**config.mk**
```make
export PLATFORM = sky130hd
export DESIGN_NAME = hqm_rcfwl_gclk_mc_clkgate_seq
export DESIGN_NICKNAME = d
export VERILOG_FILES = /design/src/rtl/hqm_rcfwl_gclk_mc_clkgate_seq.sv
export SDC_FILE = /design/constraint.sdc
export NUM_CORES = 1
export LEC_CHECK = 0
export CAP_MARGIN = 20
export CORE_UTILIZATION = 30
export DETAILED_ROUTE_END_ITERATION = 10
export DONT_BUFFER_PORTS = 1
export PLACE_DENSITY = 0.54
export SETUP_SLACK_MARGIN = 0.05
export SLEW_MARGIN = 15
export SYNTH_ARGS = -nofsm -noshare
export SYNTH_HDL_FRONTEND = slang
export SYNTH_SLANG_ARGS = --single-unit
```
**constraint.sdc**
```tcl
create_clock -name clk -period 2.9 [get_ports clk]
set_input_delay 0.58 -clock clk [delete_from_list [all_inputs] [get_ports clk]]
set_output_delay 0.58 -clock clk [all_outputs]
set_load 0.1 [all_outputs]
```
**src/rtl/hqm_rcfwl_gclk_mc_clkgate_seq.sv**
```systemverilog
`default_nettype none
// ============================================================================
// Module   : hqm_rcfwl_gclk_mc_clkgate_seq
// Purpose  : Sequences the clock-gate enable of the memory-controller clock
//            distribution branch (mcckpredop) so that the gate only opens and
//            closes on PLL sync boundaries. The block waits for PLL lock,
//            counts SETTLE_CNT settling sync pulses, then opens the gate on
//            the following sync pulse. It closes the gate on the first sync
//            pulse after the request is withdrawn. Missing sync pulses or a
//            loss of lock force the gate closed and raise a sticky fault.
//
// Ports    : clk              spine clock, all logic on the rising edge
//            rst_b            asynchronous active-low reset
//            pll_sync_in      single-cycle PLL sync pulse (clk domain)
//            pll_lock         PLL lock level (already synchronised)
//            mc_clk_req       level request for the MC clock to run
//            err_clr          single-cycle pulse clearing mc_sync_err
//            fscan_clk_force  scan force of the enable (optional, see below)
//            mc_clk_en        clock-gate enable for the MC branch
//            mc_clk_ack       four-phase handshake acknowledge
//            mc_sync_err      sticky sync-timeout / lock-loss flag
//            seq_state        encoded FSM state (debug)
//
// Options  : HQM_RCFWL_MC_CLKGATE_FORCE_EN - when defined, adds the
//            fscan_clk_force input which ORs into mc_clk_en combinationally.
//
// Revision : 1.0 - initial release
// ============================================================================
module hqm_rcfwl_gclk_mc_clkgate_seq #(
    parameter int SETTLE_CNT = 4,   // sync pulses after lock before enable (1..15)
    parameter int SYNC_TMO   = 64,  // clk cycles without sync that flag a fault (2..255)
    parameter int GATE_DLY   = 2    // cycles from enable falling to ack falling (0..7)
) (
    input  logic       clk,
    input  logic       rst_b,
    input  logic       pll_sync_in,
    input  logic       pll_lock,
    input  logic       mc_clk_req,
    input  logic       err_clr,
`ifdef HQM_RCFWL_MC_CLKGATE_FORCE_EN
    input  logic       fscan_clk_force,
`endif
    output logic       mc_clk_en,
    output logic       mc_clk_ack,
    output logic       mc_sync_err,
    output logic [2:0] seq_state
);

    localparam logic [2:0] c_ST_IDLE      = 3'd0;
    localparam logic [2:0] c_ST_WAIT_LOCK = 3'd1;
    localparam logic [2:0] c_ST_ALIGN     = 3'd2;
    localparam logic [2:0] c_ST_EN_PEND   = 3'd3;
    localparam logic [2:0] c_ST_ON        = 3'd4;
    localparam logic [2:0] c_ST_DRAIN     = 3'd5;

    localparam logic [3:0] c_SETTLE   = 4'(SETTLE_CNT);
    localparam logic [7:0] c_TMO_LAST = 8'(SYNC_TMO - 1);
    localparam logic [3:0] c_GATE_DLY = 4'(GATE_DLY);

    logic [2:0] r_state;
    logic       r_clk_en;
    logic       r_clk_ack;
    logic       r_sync_err;
    logic [3:0] r_settle_cnt;
    logic [7:0] r_tmo_cnt;
    logic [2:0] r_gate_cnt;

    logic [2:0] w_state;
    logic       w_clk_en;
    logic       w_clk_ack;
    logic       w_sync_err;
    logic [3:0] w_settle_cnt;
    logic [7:0] w_tmo_cnt;
    logic [2:0] w_gate_cnt;

    logic       w_sync_watch;
    logic       w_lock_watch;
    logic       w_fault;
    logic       w_gate_done;

    // Sync pulses are only expected while the branch is being aligned or is
    // running; lock is additionally required while draining.
    assign w_sync_watch = (r_state == c_ST_ALIGN) || (r_state == c_ST_EN_PEND) ||
                          (r_state == c_ST_ON);
    assign w_lock_watch = w_sync_watch || (r_state == c_ST_DRAIN);

    // A fault fires on the edge the timeout counter would reach SYNC_TMO.
    assign w_fault = (w_sync_watch && !pll_sync_in && (r_tmo_cnt == c_TMO_LAST)) ||
                     (w_lock_watch && !pll_lock);

    // Delay phase of DRAIN is finished once GATE_DLY cycles have elapsed
    // since the enable fell.
    assign w_gate_done = (({1'b0, r_gate_cnt} + 4'd1) >= c_GATE_DLY);

    always_comb begin
        w_state      = r_state;
        w_clk_en     = r_clk_en;
        w_clk_ack    = r_clk_ack;
        w_sync_err   = r_sync_err;
        w_settle_cnt = r_settle_cnt;
        w_tmo_cnt    = r_tmo_cnt;
        w_gate_cnt   = r_gate_cnt;

        if (err_clr) begin
            w_sync_err = 1'b0;
        end

        // Sync watchdog: restarts on every pulse, saturates, idle elsewhere.
        if (!w_sync_watch || pll_sync_in) begin
            w_tmo_cnt = 8'd0;
        end else if (r_tmo_cnt != 8'hFF) begin
            w_tmo_cnt = r_tmo_cnt + 8'd1;
        end

        case (r_state)
            c_ST_IDLE: begin
                if (mc_clk_req) begin
                    w_state = c_ST_WAIT_LOCK;
                end
            end
            c_ST_WAIT_LOCK: begin
                if (!mc_clk_req) begin
                    w_state = c_ST_IDLE;
                end else if (pll_lock) begin
                    w_state      = c_ST_ALIGN;
                    w_settle_cnt = 4'd0;
                end
            end
            c_ST_ALIGN: begin
                if (!mc_clk_req) begin
                    w_state = c_ST_IDLE;
                end else if (pll_sync_in) begin
                    if (r_settle_cnt != 4'hF) begin
                        w_settle_cnt = r_settle_cnt + 4'd1;
                    end
                    // The completing pulse is consumed here; EN_PEND waits
                    // for a fresh one.
                    if (w_settle_cnt == c_SETTLE) begin
                        w_state = c_ST_EN_PEND;
                    end
                end
            end
            c_ST_EN_PEND: begin
                if (!mc_clk_req) begin
                    w_state = c_ST_IDLE;
                end else if (pll_sync_in) begin
                    w_state   = c_ST_ON;
                    w_clk_en  = 1'b1;
                    w_clk_ack = 1'b1;
                end
            end
            c_ST_ON, c_ST_DRAIN: begin
                if ((r_state == c_ST_DRAIN) || !mc_clk_req) begin
                    w_state = c_ST_DRAIN;
                    if (r_clk_en) begin
                        // Enable closes only on a sync boundary, which may be
                        // the very cycle the request drops.
                        if (pll_sync_in) begin
                            w_clk_en   = 1'b0;
                            w_gate_cnt = 3'd0;
                            if (c_GATE_DLY == 4'd0) begin
                                w_clk_ack = 1'b0;
                                w_state   = c_ST_IDLE;
                            end
                        end
                    end else if (w_gate_done) begin
                        w_clk_ack = 1'b0;
                        w_state   = c_ST_IDLE;
                    end else begin
                        w_gate_cnt = r_gate_cnt + 3'd1;
                    end
                end
            end
            default: begin
                w_state = c_ST_IDLE;
            end
        endcase

        // Fault overrides everything, including a coincident err_clr.
        if (w_fault) begin
            w_state      = c_ST_WAIT_LOCK;
            w_clk_en     = 1'b0;
            w_clk_ack    = 1'b0;
            w_sync_err   = 1'b1;
            w_settle_cnt = 4'd0;
            w_tmo_cnt    = 8'd0;
            w_gate_cnt   = 3'd0;
        end
    end

    always_ff @(posedge clk or negedge rst_b) begin
        if (!rst_b) begin
            r_state      <= c_ST_IDLE;
            r_clk_en     <= 1'b0;
            r_clk_ack    <= 1'b0;
            r_sync_err   <= 1'b0;
            r_settle_cnt <= 4'd0;
            r_tmo_cnt    <= 8'd0;
            r_gate_cnt   <= 3'd0;
        end else begin
            r_state      <= w_state;
            r_clk_en     <= w_clk_en;
            r_clk_ack    <= w_clk_ack;
            r_sync_err   <= w_sync_err;
            r_settle_cnt <= w_settle_cnt;
            r_tmo_cnt    <= w_tmo_cnt;
            r_gate_cnt   <= w_gate_cnt;
        end
    end

`ifdef HQM_RCFWL_MC_CLKGATE_FORCE_EN
    // Scan force bypasses the sequencer; a fault does not close a forced gate.
    assign mc_clk_en = r_clk_en | fscan_clk_force;
`else
    assign mc_clk_en = r_clk_en;
`endif
    assign mc_clk_ack  = r_clk_ack;
    assign mc_sync_err = r_sync_err;
    assign seq_state   = r_state;

endmodule
`default_nettype wire

```
==> impl_metrics.tcl, run 1 <==
set metrics [dict create \
    p_per_area_nw_per_um2 772 \
    mappedNetlistArea_sq_um 1320 \
    synth_commonest_cells "dfrtp_1 (21), a21oi_1 (12), nor2_1 (12)" \
    clock.fmax_mhz 463 \
    drv_cap 0 \
    switching_share_pct 48.3 \
    setup_tns_ns 0 \
    drive_above_1_share_pct 14.9 \
    yosys_most_used_dff "dfrtp_1" \
    worst_slew_pin_slew_ns 0.912 \
    path_class "flop to flop" \
    clkTransAtPathRegs_ns 0.08 \
    finClkSkew_ns 0.00279 \
    cts_made_buffers 3 \
    max-slew-margin-rel_pct 39.2 \
    critPathMaxFanout 9 \
    p_comb_share_pct 43.7 \
    syn_area_per_cell_sq_um 9.80 \
    finalCritPeriodShare_pct 74.5 \
    r2r-start "r_tmo_cnt[0]" \
    hold_viol 0 \
    p_seq_share_pct 38.8 \
    synth.most_common_cell "dfrtp_1" \
    die-height_microns 68.4 \
    syn2layout_area_growth_pct 9.93 \
    cts-htree-levels 1 \
    start_kind "flop" \
    antenna_found_initial 0 \
    dr.pass1.iters 4 \
    synth_seq_cells 21 \
    yosysWarnings 0 \
    rr_worst_depth 6 \
    grt_first_pass_wirelength_microns 4770 \
    rows 23 \
    p_total_mw 1.12 \
    coreArea_sq_um 4120 \
    tritoncts "yes" \
    ant_nets 0 \
    layout.nets 152 \
    gp_congestion 0.847 \
    placed_area_sq_um 1380 \
    irDropWorstVdd_uv 376 \
    vias 1036 \
    clockRootBuffer "clkbuf_8" \
    routedWlPerCell_microns 14.1 \
    dp_hpwl_microns 1930 \
    hp-start "err_clr" \
    synthTopCellsByArea "dfrtp_1 (40%), a21oi_1 (4.5%), ha_1 (3.8%), nor2_1 (3.4%), nand2_1 (3.1%)" \
    netSwitchingPower_mw 0.542 \
    synth_top_area_share_pct 39.7 \
    yosysSeqAreaShare_pct 39.7 \
    cp-end-kind "flop" \
    fp.dieArea_sq_um 4680 \
    io_pins 12 \
    synth.distinct_cells 48 \
    cts_setup_buffers 0 \
    portBuffers 0 \
    min_period_ns 2.16 \
    initial_utilization_pct 32.1 \
    avgViaCountPerCell 5.42 \
    diodes 0 \
    yosys.area.top_type "dfrtp_1" \
    cts_max_path_buffers 2 \
    power.leakage_nw 0.593 \
    synth-async-reset-ratio_pct 100 \
    wirelength_microns 2700 \
    power.internal_mw 0.581 \
    clock_latency_ns 0.26 \
    overflow 0 \
    power_frac_clock_pct 17.5 \
    postLayoutCellArea_sq_um 1450 \
    synth_enable_flop_cells 0 \
    dr.first_iter.drc_count 39 \
    cp.arrival_ns 2.35 \
    drc 0 \
    grt_pass1_vias 1021 \
    drv_slew 0 \
    hold_depth 1 \
    rsz0062_at_grt "false" \
    grt_max_degree 22 \
    timing.hold.ws_ns 0.420 \
    outcome "completed" \
    die_w_microns 68.4 \
    syn_inst 135 \
    grt_util_all_layers_pct 13.8 \
    setup-violations-final 0 \
    post-route-util_pct 35.3 \
    crit_required_ns 3.09 \
    synth_fp_nets 145 \
    cts_num_sinks 21 \
    hold_class "input pin to flop" \
    crit_start "r_tmo_cnt[0]" \
]
[logic make-up after synthesis]
| kind of cell | synth area share [%] |
|---|---|
| fa+ha+maj | 3.78 |
| mux | 3.12 |
| compound gates | 24.9 |
| simple gates | 22.3 |
| xor+xnor | 1.99 |
| buf+inv | 4.16 |
| flops | 39.7 |
[per-layer routing]
layer  GRT usage [%]  wire length, microns  vias to the layer above
met3            4.17                   113                        4
met4            3.91                    29                        0
met2            22.1                  1270                       18
met5               0                     0                        -
li1                -                     -                      520
met1            17.9                  1280                      494
[power groups by stage]
stage / clock, mW / sequential, mW / combinational (mW)
floorplan: 0 / 0.569 / 0.275
global placement: 0 / 0.442 / 0.476
detailed placement: 0 / 0.443 / 0.482
CTS: 0.206 / 0.436 / 0.491
global route: 0.219 / 0.443 / 0.537
finish: 0.196 / 0.436 / 0.491
[cell type report]
cell class,instances,area (sq um)
Clock buffer,3,41.3
Multi-Input combinational cell,104,742
Inverter,6,22.5
Clock inverter,1,5.00
Sequential cell,21,526
Fill cell,414,2660
Timing Repair Buffer,6,55.1
Tap cell,50,62.6
[registers in the layout, summed over array words and instances, names as in the netlist]
register / count
r_gate_cnt: 3
r_tmo_cnt: 8
mc_clk_en: 1
mc_sync_err: 1
seq_state: 3
mc_clk_ack: 1
r_settle_cnt: 4
[placed cells by master, fill, tap and decap left out, drive strengths merged, types with 3 or more instances in the layout]
cell type and instances:
nand2b 4, a21boi 4, clkbuf 3, nor2 13, mux2i 3, a211oi 5, nand2 11, ha 4
a21oi 12, buf 5, xnor2 3, inv 6, dfrtp 21, o22ai 3, o21ai 5, nand3 5
[what timing repair did]
action | 4_1_cts | 5_1_grt
hold buffers | 1 | 0
gates resized for setup | 0 | 0
endpoints found under the hold margin | 21 | 0
endpoints found under the setup margin | 0 | 0
[critical path, cell delays in order, from the launching register on]
cell	delay [ns]
dfrtp_1	0.42
ha_1	0.27
and4_4	0.24
a21boi_4	0.27
nor2_4	0.12
or3b_1	0.54
nor3_4	0.22
[per-stage QoR]
stage                     instances  setup WS [ns]
after floorplan                 135          0.577
after global placement          185          0.848
after detailed placement        185          0.745
after CTS                       190          0.725
after global routing            191          0.600
final                           191          0.739
[path summary, 6_finish.rpt]
check | to | slack [ns]
max in group asynchronous | seq_state[1] | 1.76
max | r_tmo_cnt[6] | 0.74
max reg2reg | r_tmo_cnt[6] | 0.74
min in group asynchronous | r_tmo_cnt[4] | 0.70
min | mc_sync_err | 0.42
min reg2reg | r_gate_cnt[2] | 0.55
No activity file was read; power rests on OpenSTA's default activity.
==> run 2: changes to the inputs <==
clock period = 2 ns   (was 2.9 ns; I/O delays follow)
==> run 2 against run 1 <==
Non-clock buffer count increased by 8; combinational power is 76% higher; routed wire length rose by 6.1%; power grew 52%; sequential share of layout area down 1.5 points; via count grew 4.6%; design area increased by 6.5%; die area did not move; global-route usage rose by 0.55 points; sequential cell count did not move; critical path type unchanged.
==> impl_metrics.tcl, run 2 (synthesis gave the netlist of run 1 again) <==
set metrics [dict create \
    wirelength_microns 2860 \
    cts-htree-levels 1 \
    placed_area_sq_um 1460 \
    irDropWorstVdd_uv 684 \
    drc 0 \
    multi_input_area_sq_um 771 \
    rr_worst_depth 6 \
    gp_congestion 0.742 \
    clock_latency_ns 0.25 \
    regArea_sq_um 537 \
    nFillCells 417 \
    drive_above_1_share_pct 24.2 \
    finClkSkew_ns 0.00314 \
    cpPeakStageDelay_ns 0.45 \
    cts_made_buffers 3 \
    grt_first_pass_wirelength_microns 5000 \
    drv_cap 0 \
    regMostFlops "r_tmo_cnt" \
    dr.first_iter.drc_count 65 \
    setup_tns_ns 0 \
    avgViaCountPerCell 5.45 \
    outcome "completed" \
    stdcell_count 199 \
    clock.fmax_mhz 546 \
    p_per_area_nw_per_um2 1100 \
    p_total_mw 1.71 \
    io_pins 12 \
    routedWlPerCell_microns 14.4 \
    diodes 0 \
    fin_ws_ns 0.170 \
    die_w_microns 68.4 \
    postLayoutCellArea_sq_um 1550 \
    start_kind "flop" \
    dr.pass1.iters 4 \
    min_period_ns 1.83 \
    portBuffers 0 \
    initial_utilization_pct 32.1 \
    setup-violations-final 0 \
    rows 23 \
    grt_max_degree 22 \
    vias 1084 \
    hold_depth 1 \
    grt_util_all_layers_pct 14.4 \
    post-route-util_pct 37.6 \
    clkTransAtPathRegs_ns 0.07 \
    hold_class "input pin to flop" \
    die-height_microns 68.4 \
    worst_slew_pin_slew_ns 0.477 \
    timing.hold.ws_ns 0.271 \
    max-slew-margin-rel_pct 67.9 \
    cp.arrival_ns 2.00 \
    cts_num_sinks 21 \
    antenna_found_initial 0 \
    power.leakage_nw 0.628 \
    dp_hpwl_microns 2150 \
    critPathMaxFanout 8 \
    hold_viol 0 \
    pre_cts_slack_ns 0.0409 \
    crit_required_ns 2.16 \
    fp.dieArea_sq_um 4680 \
    overflow 0 \
    tritoncts "yes" \
    largest_reg_flops 8 \
    worstPathCellList "ha_2, and4_4, a21boi_4, nor2_4, or3b_4, a211oi_2" \
    path_class "flop to flop" \
    layout_commonest_cell "dfrtp_1" \
    syn2layout_area_growth_pct 17.1 \
    rsz0062_at_grt "true" \
    drv_slew 0 \
    dp.cells 192 \
    cp-end-kind "flop" \
    finalCritPeriodShare_pct 91.5 \
    layout.nets 160 \
    grt_pass1_vias 1057 \
    clockRootBuffer "clkbuf_8" \
    cts_max_path_buffers 2 \
    top_regs "r_tmo_cnt x8, r_settle_cnt x4" \
    cp_slowest_cell "or3b_4" \
    coreArea_sq_um 4120 \
    ant_nets 0 \
    layout_common_cells "dfrtp_1 (18), nor2_1 (12), a21oi_1 (12), buf_4 (12), nand2_1 (11)" \
]
==> run 2: cell count changes in the layout (fill, tap and decap cells not counted), sizes merged <==
| cell | delta |
|---|---|
| buf | +8 |
| clkbuf | +1 |
| clkinv | -1 |
==> run 2: timing repair <==
item | in CTS | in global routing
endpoints found under the setup margin | 3 | 5
endpoints found under the hold margin | 21 | 0
resized for setup | 1 | 3
hold buffers | 1 | 0
pin swaps | 0 | 1
buffers inserted | 0 | 1
==> run 2: area by class of cell <==
class / count / area share, %
Tap cell: 50 / 4.04
Clock buffer: 4 / 2.91
Sequential cell: 21 / 34.7
Timing Repair Buffer: 14 / 7.19
Multi-Input combinational cell: 104 / 49.8
Inverter: 6 / 1.45
==> run 2: critical path, delay by kind of cell, from the launching register on <==
family / cells / cell delay (ns)
DFF: 1 / 0.41
and+or+nand+nor: 3 / 0.71
adders and majority gates: 1 / 0.20
AOI/OAI and AO/OA: 2 / 0.42
==> run 2: path summary, 6_finish.rpt <==
path	start	to	slack (ns)
max	r_tmo_cnt[1]	r_tmo_cnt[4]	0.17
max reg2reg	r_tmo_cnt[1]	r_tmo_cnt[4]	0.17
min	err_clr	mc_sync_err	0.27
min reg2reg	r_gate_cnt[2]	r_gate_cnt[2]	0.53
min in group asynchronous	rst_b	mc_sync_err	0.51
max in group asynchronous	rst_b	seq_state[2]	1.01
==> run 2: layer usage <==
| layer | track usage [%] | share of wire [%] | vias up |
|---|---|---|---|
| li1 | - | - | 535 |
| met1 | 18.5 | 46 | 533 |
| met2 | 24.9 | 51 | 14 |
| met3 | 2.50 | 2.6 | 2 |
| met4 | 3.13 | 0.42 | 0 |
| met5 | 0 | 0 | - |
==> run 2: report_power, final <==
group	internal [mW]	switching [mW]
combinational	0.273	0.589
sequential	0.500	0.0806
clock	0.141	0.125
==> RTL change (settings of run 1) <==
Add a define of `HQM_RCFWL_MC_CLKGATE_FORCE_EN`.
--- a/src/rtl/hqm_rcfwl_gclk_mc_clkgate_seq.sv
+++ b/src/rtl/hqm_rcfwl_gclk_mc_clkgate_seq.sv
@@ -27,4 +27,6 @@
 // Revision : 1.0 - initial release
 // ============================================================================
+`define HQM_RCFWL_MC_CLKGATE_FORCE_EN
+
 module hqm_rcfwl_gclk_mc_clkgate_seq #(
     parameter int SETTLE_CNT = 4,   // sync pulses after lock before enable (1..15)
Interface: changed (added fscan_clk_force); port bits go from 12 to 13. No check against the original RTL was run, so the function may have changed too.
==> RTL change against run 1 <==
  * Final area is 1.6% higher
  * Routed wire length is 5.6% higher
  * Sequential cell count stayed put
  * Combinational power is 18% lower
  * Area after synthesis is 4.8% higher
  * Worst setup slack better by 260 ps
  * Total power is 5.5% lower
  * Core utilization is 1.6 points lower
  * Critical path type unchanged
  * Critical endpoint is now r_settle_cnt[0]$_DFFE_PN0P_
  * Largest power group is now registers
==> RTL change: results <==
metrics = {
    "outcome": {
        "outcome": "complete, no violations",
    },
    "routing": {
        "wl_per_cell_um": 14.1,
        "num_vias": 1132,
        "initialDrtViolationCount": 54,
    },
    "final_layout": {
        "final_nets": 162,
        "nFillCells": 456,
        "buffer_area_frac": 0.0186,
        "signal_buffers": 4,
        "multi_input_cells": 116,
        "drive_above_1_share": 0.120,
        "inverters": 5,
        "instances_no_fill": 202,
        "multi_input_area_um2": 795,
        "design.seq.count": 21,
        "clk_share": 0.0313,
    },
    "global_route": {
        "antenna_found_initial": 0,
        "grt_use_total": 0.130,
        "grt_pass1_wl_mm": 5.14,
        "grt_pass1_vias": 1116,
    },
    "timing": {
        "fin_hold_ws_ps": 266,
        "finClkSkew_ps": 5.43,
    },
    "power_and_ir_drop": {
        "p_leak_uw": 0.000602,
        "p_sw_frac": 0.474,
        "ir_drop_mv": 0.366,
    },
    "placed_design": {
        "place_congestion": 0.743,
        "post-dp-hpwl_mm": 2.14,
    },
    "setup_path": {
        "reg2reg_to": "r_settle_cnt[0]$_DFFE_PN0P_",
        "critPathMaxFanout": 8,
        "reg2reg_slack_ps": 1000,
        "crit_family": "compound AO/OA/AOI/OAI gates",
        "cp.arrival_ps": 2060,
        "slowest_delay_ps": 430,
    },
    "yosys": {
        "synth_mux_area_frac": 0.00722,
        "synth-seq-area-share": 0.379,
        "synthFlopType": "dfrtp_1",
        "netlist_instances": 149,
        "synth_xor_xnor_area_share": 0.0316,
        "synth_area_leaders": "dfrtp_1 (38%), nand2_1 (3.8%), nor2_1 (3.8%)",
        "synth_compound_area_frac": 0.209,
        "synthAdderAreaFrac": 0.0361,
        "synthTopCellsByCount": "dfrtp_1 (21), nand2_1 (14), nor2_1 (14)",
        "synth_cell_types": 52,
    },
    "hold_path": {
        "hp-class": "input port to asynchronous set/reset pin",
    },
}
RTL change: kinds of logic after synthesis:
family,after synthesis
fa+ha+maj,4
buf+inv,12
mux,1
simple gates,67
compound gates,39
xor+xnor,5
flops,21
RTL change: power by group through the flow:
stage | combinational, uW | clock, uW | sequential [uW]
CTS | 406 | 209 | 461
global placement | 385 | 0 | 463
global route | 433 | 221 | 474
detailed placement | 397 | 0 | 467
finish | 402 | 196 | 462
floorplan | 289 | 0 | 518
RTL change: metrics by stage:
stage	instance area (um2)	total power, uW
final	1480	1060
after global routing	1480	1130
after CTS	1480	1080
after detailed placement	1430	864
after global placement	1430	848
after floorplan	1390	808
RTL change: worst max-delay path by stage:
stage / startpoint / end / depth (start not counted) / slack (ps)
global placement: r_tmo_cnt[0]$_DFFE_PN0P_ / r_settle_cnt[0]$_DFFE_PN0P_ / 6 / 1080
CTS: r_tmo_cnt[0]$_DFFE_PN0P_ / r_settle_cnt[0]$_DFFE_PN0P_ / 6 / 990
floorplan: seq_state[1]$_DFFE_PN0P_ / r_settle_cnt[2]$_DFFE_PN0P_ / 7 / 570
global route: r_tmo_cnt[0]$_DFFE_PN0P_ / r_settle_cnt[0]$_DFFE_PN0P_ / 6 / 880
finish: r_tmo_cnt[0]$_DFFE_PN0P_ / r_settle_cnt[0]$_DFFE_PN0P_ / 6 / 1000
detailed placement: r_tmo_cnt[0]$_DFFE_PN0P_ / r_settle_cnt[0]$_DFFE_PN0P_ / 6 / 1010
RTL change: layer usage:
layer  vias to the layer above  part of all wire  track usage
li1                        547                 -            -
met1                       561              0.46        0.169
met5                         -                 0            0
met3                         4             0.050       0.0317
met4                         0            0.0081       0.0422
met2                        20              0.48        0.212
